### src/rtl/score_digit_scheduler.sv
// Decimal score readout through one shared numbers sprite: sequential
// double-dabble conversion, frame-aligned commit and per-column digit selection.
module score_digit_scheduler #(
  parameter int VALUE_WIDTH = 14,
  parameter int NUM_DIGITS  = 4,
  parameter int WIDTH       = 24,
  parameter int HEIGHT      = 24,
  parameter int GAP         = 8,
  parameter int PIPE_LAG    = 4,
  parameter int X_POS       = 100,
  parameter int Y_POS       = 40
) (
  input  logic                   pixel_clk_in,
  input  logic                   rst_in,
  input  logic [VALUE_WIDTH-1:0] value_in,
  input  logic                   value_valid_in,
  output logic                   value_ready_out,
  input  logic [10:0]            hcount_in,
  input  logic [9:0]             vcount_in,
  output logic [10:0]            digit_x_out,
  output logic [9:0]             digit_y_out,
  output logic [3:0]             number_out,
  output logic                   digit_blank_out,
  output logic                   busy_out
);

  localparam int PITCH   = WIDTH + GAP;
  localparam int NB_CALC = (VALUE_WIDTH * 30103 + 99999) / 100000;
  localparam int NB      = (NB_CALC > NUM_DIGITS) ? NB_CALC : NUM_DIGITS;
  localparam int CW      = $clog2(VALUE_WIDTH + 1);
  localparam int IDXW    = (NUM_DIGITS > 1) ? $clog2(NUM_DIGITS) : 1;

  if (GAP < PIPE_LAG || HEIGHT < 1) begin : g_cfg_check
    $error("score_digit_scheduler: GAP must be >= PIPE_LAG and HEIGHT >= 1");
  end

  typedef enum logic [1:0] {S_IDLE, S_CONVERT, S_DONE} state_t;

  state_t                         state;
  logic [VALUE_WIDTH-1:0]         bin_sr;
  logic [NB*4-1:0]                bcd;
  logic [CW-1:0]                  count;
  logic [NUM_DIGITS-1:0][3:0]     pending;
  logic [NUM_DIGITS-1:0][3:0]     display;
  logic                           pending_flag;
  logic [IDXW-1:0]                idx;

  logic [NB*4-1:0]                bcd_adj;
  logic [NB*4-1:0]                bcd_next;
  logic [VALUE_WIDTH-1:0]         bin_next;
  logic                           saturate;
  logic [NUM_DIGITS-1:0][3:0]     result;
  logic [NUM_DIGITS-1:0]          lead_zero;
  logic                           lz;
  logic [31:0]                    switch_col;
  logic                           commit;

  // Add-3 correction followed by the combined {bcd,bin} left shift.
  always_comb begin
    bcd_adj = bcd;
    for (int unsigned k = 0; k < NB; k++) begin
      if (bcd[4*k +: 4] >= 4'd5) bcd_adj[4*k +: 4] = bcd[4*k +: 4] + 4'd3;
    end
    bcd_next = {bcd_adj[NB*4-2:0], bin_sr[VALUE_WIDTH-1]};
    bin_next = {bin_sr[VALUE_WIDTH-2:0], 1'b0};
  end

  // Result array is MSD-first; anything that overflows the display reads as all 9s.
  always_comb begin
    saturate = 1'b0;
    for (int unsigned k = NUM_DIGITS; k < NB; k++) begin
      if (bcd[4*k +: 4] != 4'd0) saturate = 1'b1;
    end
    result = '0;
    for (int unsigned i = 0; i < NUM_DIGITS; i++) begin
      result[i] = saturate ? 4'd9 : bcd[4*(NUM_DIGITS-1-i) +: 4];
    end
  end

  assign commit = (hcount_in == 11'd0) && (vcount_in == 10'd0) && pending_flag;

  always_ff @(posedge pixel_clk_in or posedge rst_in) begin
    if (rst_in) begin
      state           <= S_IDLE;
      value_ready_out <= 1'b1;
      bin_sr          <= '0;
      bcd             <= '0;
      count           <= '0;
      pending         <= '0;
      display         <= '0;
      pending_flag    <= 1'b0;
    end else begin
      if (commit) begin
        display      <= pending;
        pending_flag <= 1'b0;
      end
      case (state)
        S_IDLE: begin
          if (value_valid_in) begin
            bin_sr          <= value_in;
            bcd             <= '0;
            count           <= '0;
            state           <= S_CONVERT;
            value_ready_out <= 1'b0;
          end
        end
        S_CONVERT: begin
          bcd    <= bcd_next;
          bin_sr <= bin_next;
          count  <= count + 1'b1;
          if (count == CW'(VALUE_WIDTH - 1)) state <= S_DONE;
        end
        S_DONE: begin
          // Overrides a same-cycle commit clear: the new result stays pending.
          pending         <= result;
          pending_flag    <= 1'b1;
          state           <= S_IDLE;
          value_ready_out <= 1'b1;
        end
        default: begin
          state           <= S_IDLE;
          value_ready_out <= 1'b1;
        end
      endcase
    end
  end

  assign busy_out = (state != S_IDLE) || pending_flag;

  // Hand over to the next digit once the previous one's lagged pixels are out.
  assign switch_col = 32'(X_POS + WIDTH + PIPE_LAG - 1) + 32'(idx) * 32'(PITCH);

  always_ff @(posedge pixel_clk_in or posedge rst_in) begin
    if (rst_in) begin
      idx <= '0;
    end else if (hcount_in == 11'd0) begin
      idx <= '0;
    end else if ((32'(idx) < 32'(NUM_DIGITS - 1)) && (32'(hcount_in) == switch_col)) begin
      idx <= idx + 1'b1;
    end
  end

  always_comb begin
    lz        = 1'b1;
    lead_zero = '0;
    for (int unsigned i = 0; i < NUM_DIGITS; i++) begin
      lz           = lz && (display[i] == 4'd0);
      lead_zero[i] = lz;
    end
  end

  assign digit_x_out     = 11'(32'(X_POS) + 32'(idx) * 32'(PITCH));
  assign digit_y_out     = 10'(Y_POS);
  assign number_out      = display[idx];
  assign digit_blank_out = (32'(idx) < 32'(NUM_DIGITS - 1)) && lead_zero[idx];

endmodule

### config.mk
export PLATFORM = sky130hd
export DESIGN_NAME = score_digit_scheduler
export DESIGN_NICKNAME = d
export VERILOG_FILES = /design/src/rtl/score_digit_scheduler.sv
export SDC_FILE = /design/constraint.sdc
export NUM_CORES = 1
export LEC_CHECK = 0
export CAP_MARGIN = 0
export CELL_PAD_IN_SITES_DETAIL_PLACEMENT = 1
export CELL_PAD_IN_SITES_GLOBAL_PLACEMENT = 1
export CORE_UTILIZATION = 42
export CTS_CLUSTER_DIAMETER = 200
export CTS_CLUSTER_SIZE = 16
export DETAILED_ROUTE_END_ITERATION = 16
export GPL_TIMING_DRIVEN = 0
export PLACE_DENSITY = 0.84
export SYNTH_ARGS = -nofsm -noshare
export SYNTH_HDL_FRONTEND = slang
export SYNTH_SLANG_ARGS = --single-unit
### constraint.sdc
create_clock -name pixel_clk_in -period 3.5 [get_ports pixel_clk_in]
set_input_delay 0.7 -clock pixel_clk_in [delete_from_list [all_inputs] [get_ports pixel_clk_in]]
set_output_delay 0.7 -clock pixel_clk_in [all_outputs]
set_load 0.005 [all_outputs]
==> results.ini <==
[outcome]
status = complete, no violations

[logic_synthesis]
synthArstFlopShare_pct = 100
synth.avg_cell_area_um2 = 10.5
syn_inst = 377
mappedNetlistArea_um2 = 3950
synthAdderAreaFrac_pct = 4.76
ys_types = 44
synth-seq-cells = 76
synth-seq-area-share_pct = 48.2
muxShareOfSynthArea_pct = 9.42
synth_top_family_by_area = simple AND/OR/NAND/NOR gates
ys.flop_type = dfrtp_1
yosys.area_share.simple_pct = 14.6
yosys.area_share.xor_xnor_pct = 2.22
ys_warn_count = 0
synth_compound_area_share_pct = 13.0
synth-edff-count = 0

[final_layout]
final_area_um2 = 4890
antenna_cells = 0
post-route-util_pct = 53.5
nFillCells = 1017
fin_nets = 505
area_growth_pct = 24.0
drive_above_1_share_pct = 14.0
instances_no_fill = 568

[routing]
viasPerCell = 5.36
drt-total-wl_um = 9760
drc = 0
drtAntennaViolNets = 0
dr_total_vias = 3047
drtIter0Drc = 137
firstDrtPassIters = 4
wl_per_cell_um = 17.2

[clock_network]
post_cts_resized = 0
cts_made_buffers = 9
clk_pin_slew_worst_paths_ns = 0.08
cts.path.max_buffers = 2
insertion_delay_ns = 0.35
cts_root_buf = clkbuf_8
ctsHoldBuffers = 0
cts_max_level = 3
cts_tree = done
clkSinkCount = 76
postCtsSetupBuffers = 0

[die]
die_w_um = 98.9
core.rowCount = 35
start_util_pct = 43.1
coreArea_um2 = 9150
die_h_um = 98.9
ios = 66
die_area_um2 = 9790

[timing]
fin_crit_sh_pct = 83.8
period_minus_slack_ns = 2.93
max_clock_freq_mhz = 341
drv_slew = 0
fin_ws_ns = 0.569
max_slew_margin_pct = 61.2
holdWs_ns = 0.489
worst_pin_slew_ns = 0.582
rsz0062_at_grt = false
finalSetupViolations = 0
clock_skew_ns = 0.00842
hold_viol_final = 0
fin_tns_setup_ns = 0

[critical_path]
path_cells = ha_1 -> or4_1 -> nor4_1 -> clkdlybuf4s50_1
r2r_start = idx[0]
critPathKind = reg2out
crit_arrival_ns = 2.23
crit_fanout = 7
crit_path_top_delay_cell = clkdlybuf4s50_1
startpoint_type = flip-flop
crit_buf_inv = 1
reg2reg_slack_ns = 1.28
critPathTopFamily = simple AND/OR/NAND/NOR gates
cp-end-kind = output port
ff2ff_path_depth = 7
r2r_end = idx[0]
max_stage_delay_ns = 0.54
required_ns = 2.80

[grt]
grt_pass1_wl_um = 16600
grt_start_max_net_pins = 50
grt_use_total_pct = 21.9
antenna_found_initial = 0
grt_pass1_vias = 3330
overflow = 0

[worst_hold_path]
hold_class = reg2reg
holdPathStages = 2
holdPathEnd = value_ready_out
hp-start = value_ready_out

[power]
power_density_nw_per_um2 = 674
finalPower_mw = 3.30
leakagePower_nw = 2.28
max-vdd-ir-drop_v = 0.000266

[placed_design]
placed_area_um2 = 4650
gp_congestion = 0.781
dp.cells = 552
io_buffers = 47
place_ws_ns = 0.605
post-dp-hpwl_um = 7060

[run]
cap_viol_max_count = 0

metal layers:
layer / GRT usage [%] / share of wire (%)
met5: 0 / 0
met4: 7.92 / 1.3
met3: 3.97 / 3.7
met2: 39.9 / 52
met1: 25.9 / 43
state kept, by name, indices dropped and copies added, names as in the netlist:
register         flops
pending_flag         1
bcd                 20
pending             16
value_ready_out      1
count                4
bin_sr              14
idx                  2
display             16
state                2
how the worst max path moves through the flow:
stage | startpoint | end | slack (ns) | cells past startpoint
after global routing | idx[1] | digit_blank_out | 0.40 | 4
final | idx[1] | digit_blank_out | 0.57 | 4
after CTS | idx[1] | digit_blank_out | 0.55 | 4
after detailed placement | hcount_in[5] | display[4] | 0.60 | 8
after floorplan | rst_in | bcd[0] | 0.86 | 1
after global placement | rst_in | bcd[17] | -0.38 | 2
cell families (layout without fill, tap and decap cells):
logic type      after synthesis  in the layout
simple gates                105            105
compound gates               88             88
flops                        76             76
buf+inv                      55            119
mux                          26             26
fa+ha+maj                    15             15
xor+xnor                     10             10
other cells                   2             18
worst register-to-register path: cells and delay by family, from the launching register on:
kind | cells | cell delay, ns
XOR/XNOR | 1 | 0.16
adder cells (fa/ha/maj) | 1 | 0.35
buffers and inverters | 2 | 0.56
flip-flops | 1 | 0.37
multiplexers | 1 | 0.35
AND/OR/NAND/NOR | 2 | 0.32
layout by cell type (no fill, tap or decap), types with 2 or more instances in the layout:
master and instances:
dfrtp_1 75, clkdlybuf4s50_1 47, o21ai_0 41, nand2_1 39, a21oi_1 25, buf_4 18, conb_1 18, clkbuf_1 17
inv_1 16, ha_1 15, and3b_1 12, mux2_4 10, nor2_1 10, clkbuf_8 10, mux2_2 9, a22o_1 8
nor3_1 7, nand2b_1 7, nor4_1 5, nor2b_1 5, nand3_1 5, xnor2_1 5, xor2_1 5, o22a_1 4
mux4_2 4, or4_1 3, nand4_1 3, mux2i_1 3, o31ai_1 3, bufinv_16 3, and3_1 2, o21bai_1 2
nor3b_1 2
cells in the mapped netlist (3+ instances only):
master,count,share of area (%)
a21oi_1,25,3.2
a22o_1,8,1.8
and3b_1,12,2.7
buf_4,18,3.4
clkbuf_1,17,1.6
dfrtp_1,75,48
ha_1,15,4.8
inv_1,17,1.6
mux2_2,9,2.6
mux2_4,10,3.8
mux2i_1,3,0.76
mux4_2,4,2.3
nand2_1,39,3.7
nand2b_1,7,1.1
nand3_1,5,0.63
nand4_1,3,0.48
nor2_1,10,0.95
nor2b_1,5,0.79
nor3_1,7,0.89
nor4_1,5,0.79
o21ai_0,41,5.2
o22a_1,4,0.89
o31ai_1,3,0.57
or4_1,3,0.57
xnor2_1,5,1.1
xor2_1,5,1.1
report_power, final:
part           total (mW)  internal (mW)  switching, mW
combinational        1.13          0.505          0.628
sequential           1.34           1.13          0.214
clock               0.824          0.493          0.332
total                3.30           2.12           1.17
final cells by class:
| type | instances | area [um^2] | area share [%] |
|---|---|---|---|
| repair buffers | 48 | 498 | 10.2 |
| clock inverters | 6 | 111 | 2.28 |
| multi-input cells | 262 | 1810 | 36.9 |
| plain buffers | 38 | 234 | 4.78 |
| inverters | 17 | 66.3 | 1.35 |
| flip-flops and latches | 76 | 1900 | 38.9 |
| well taps | 111 | 139 | 2.84 |
| clock buffers | 10 | 138 | 2.81 |
Power figures use the tool's default switching activity.
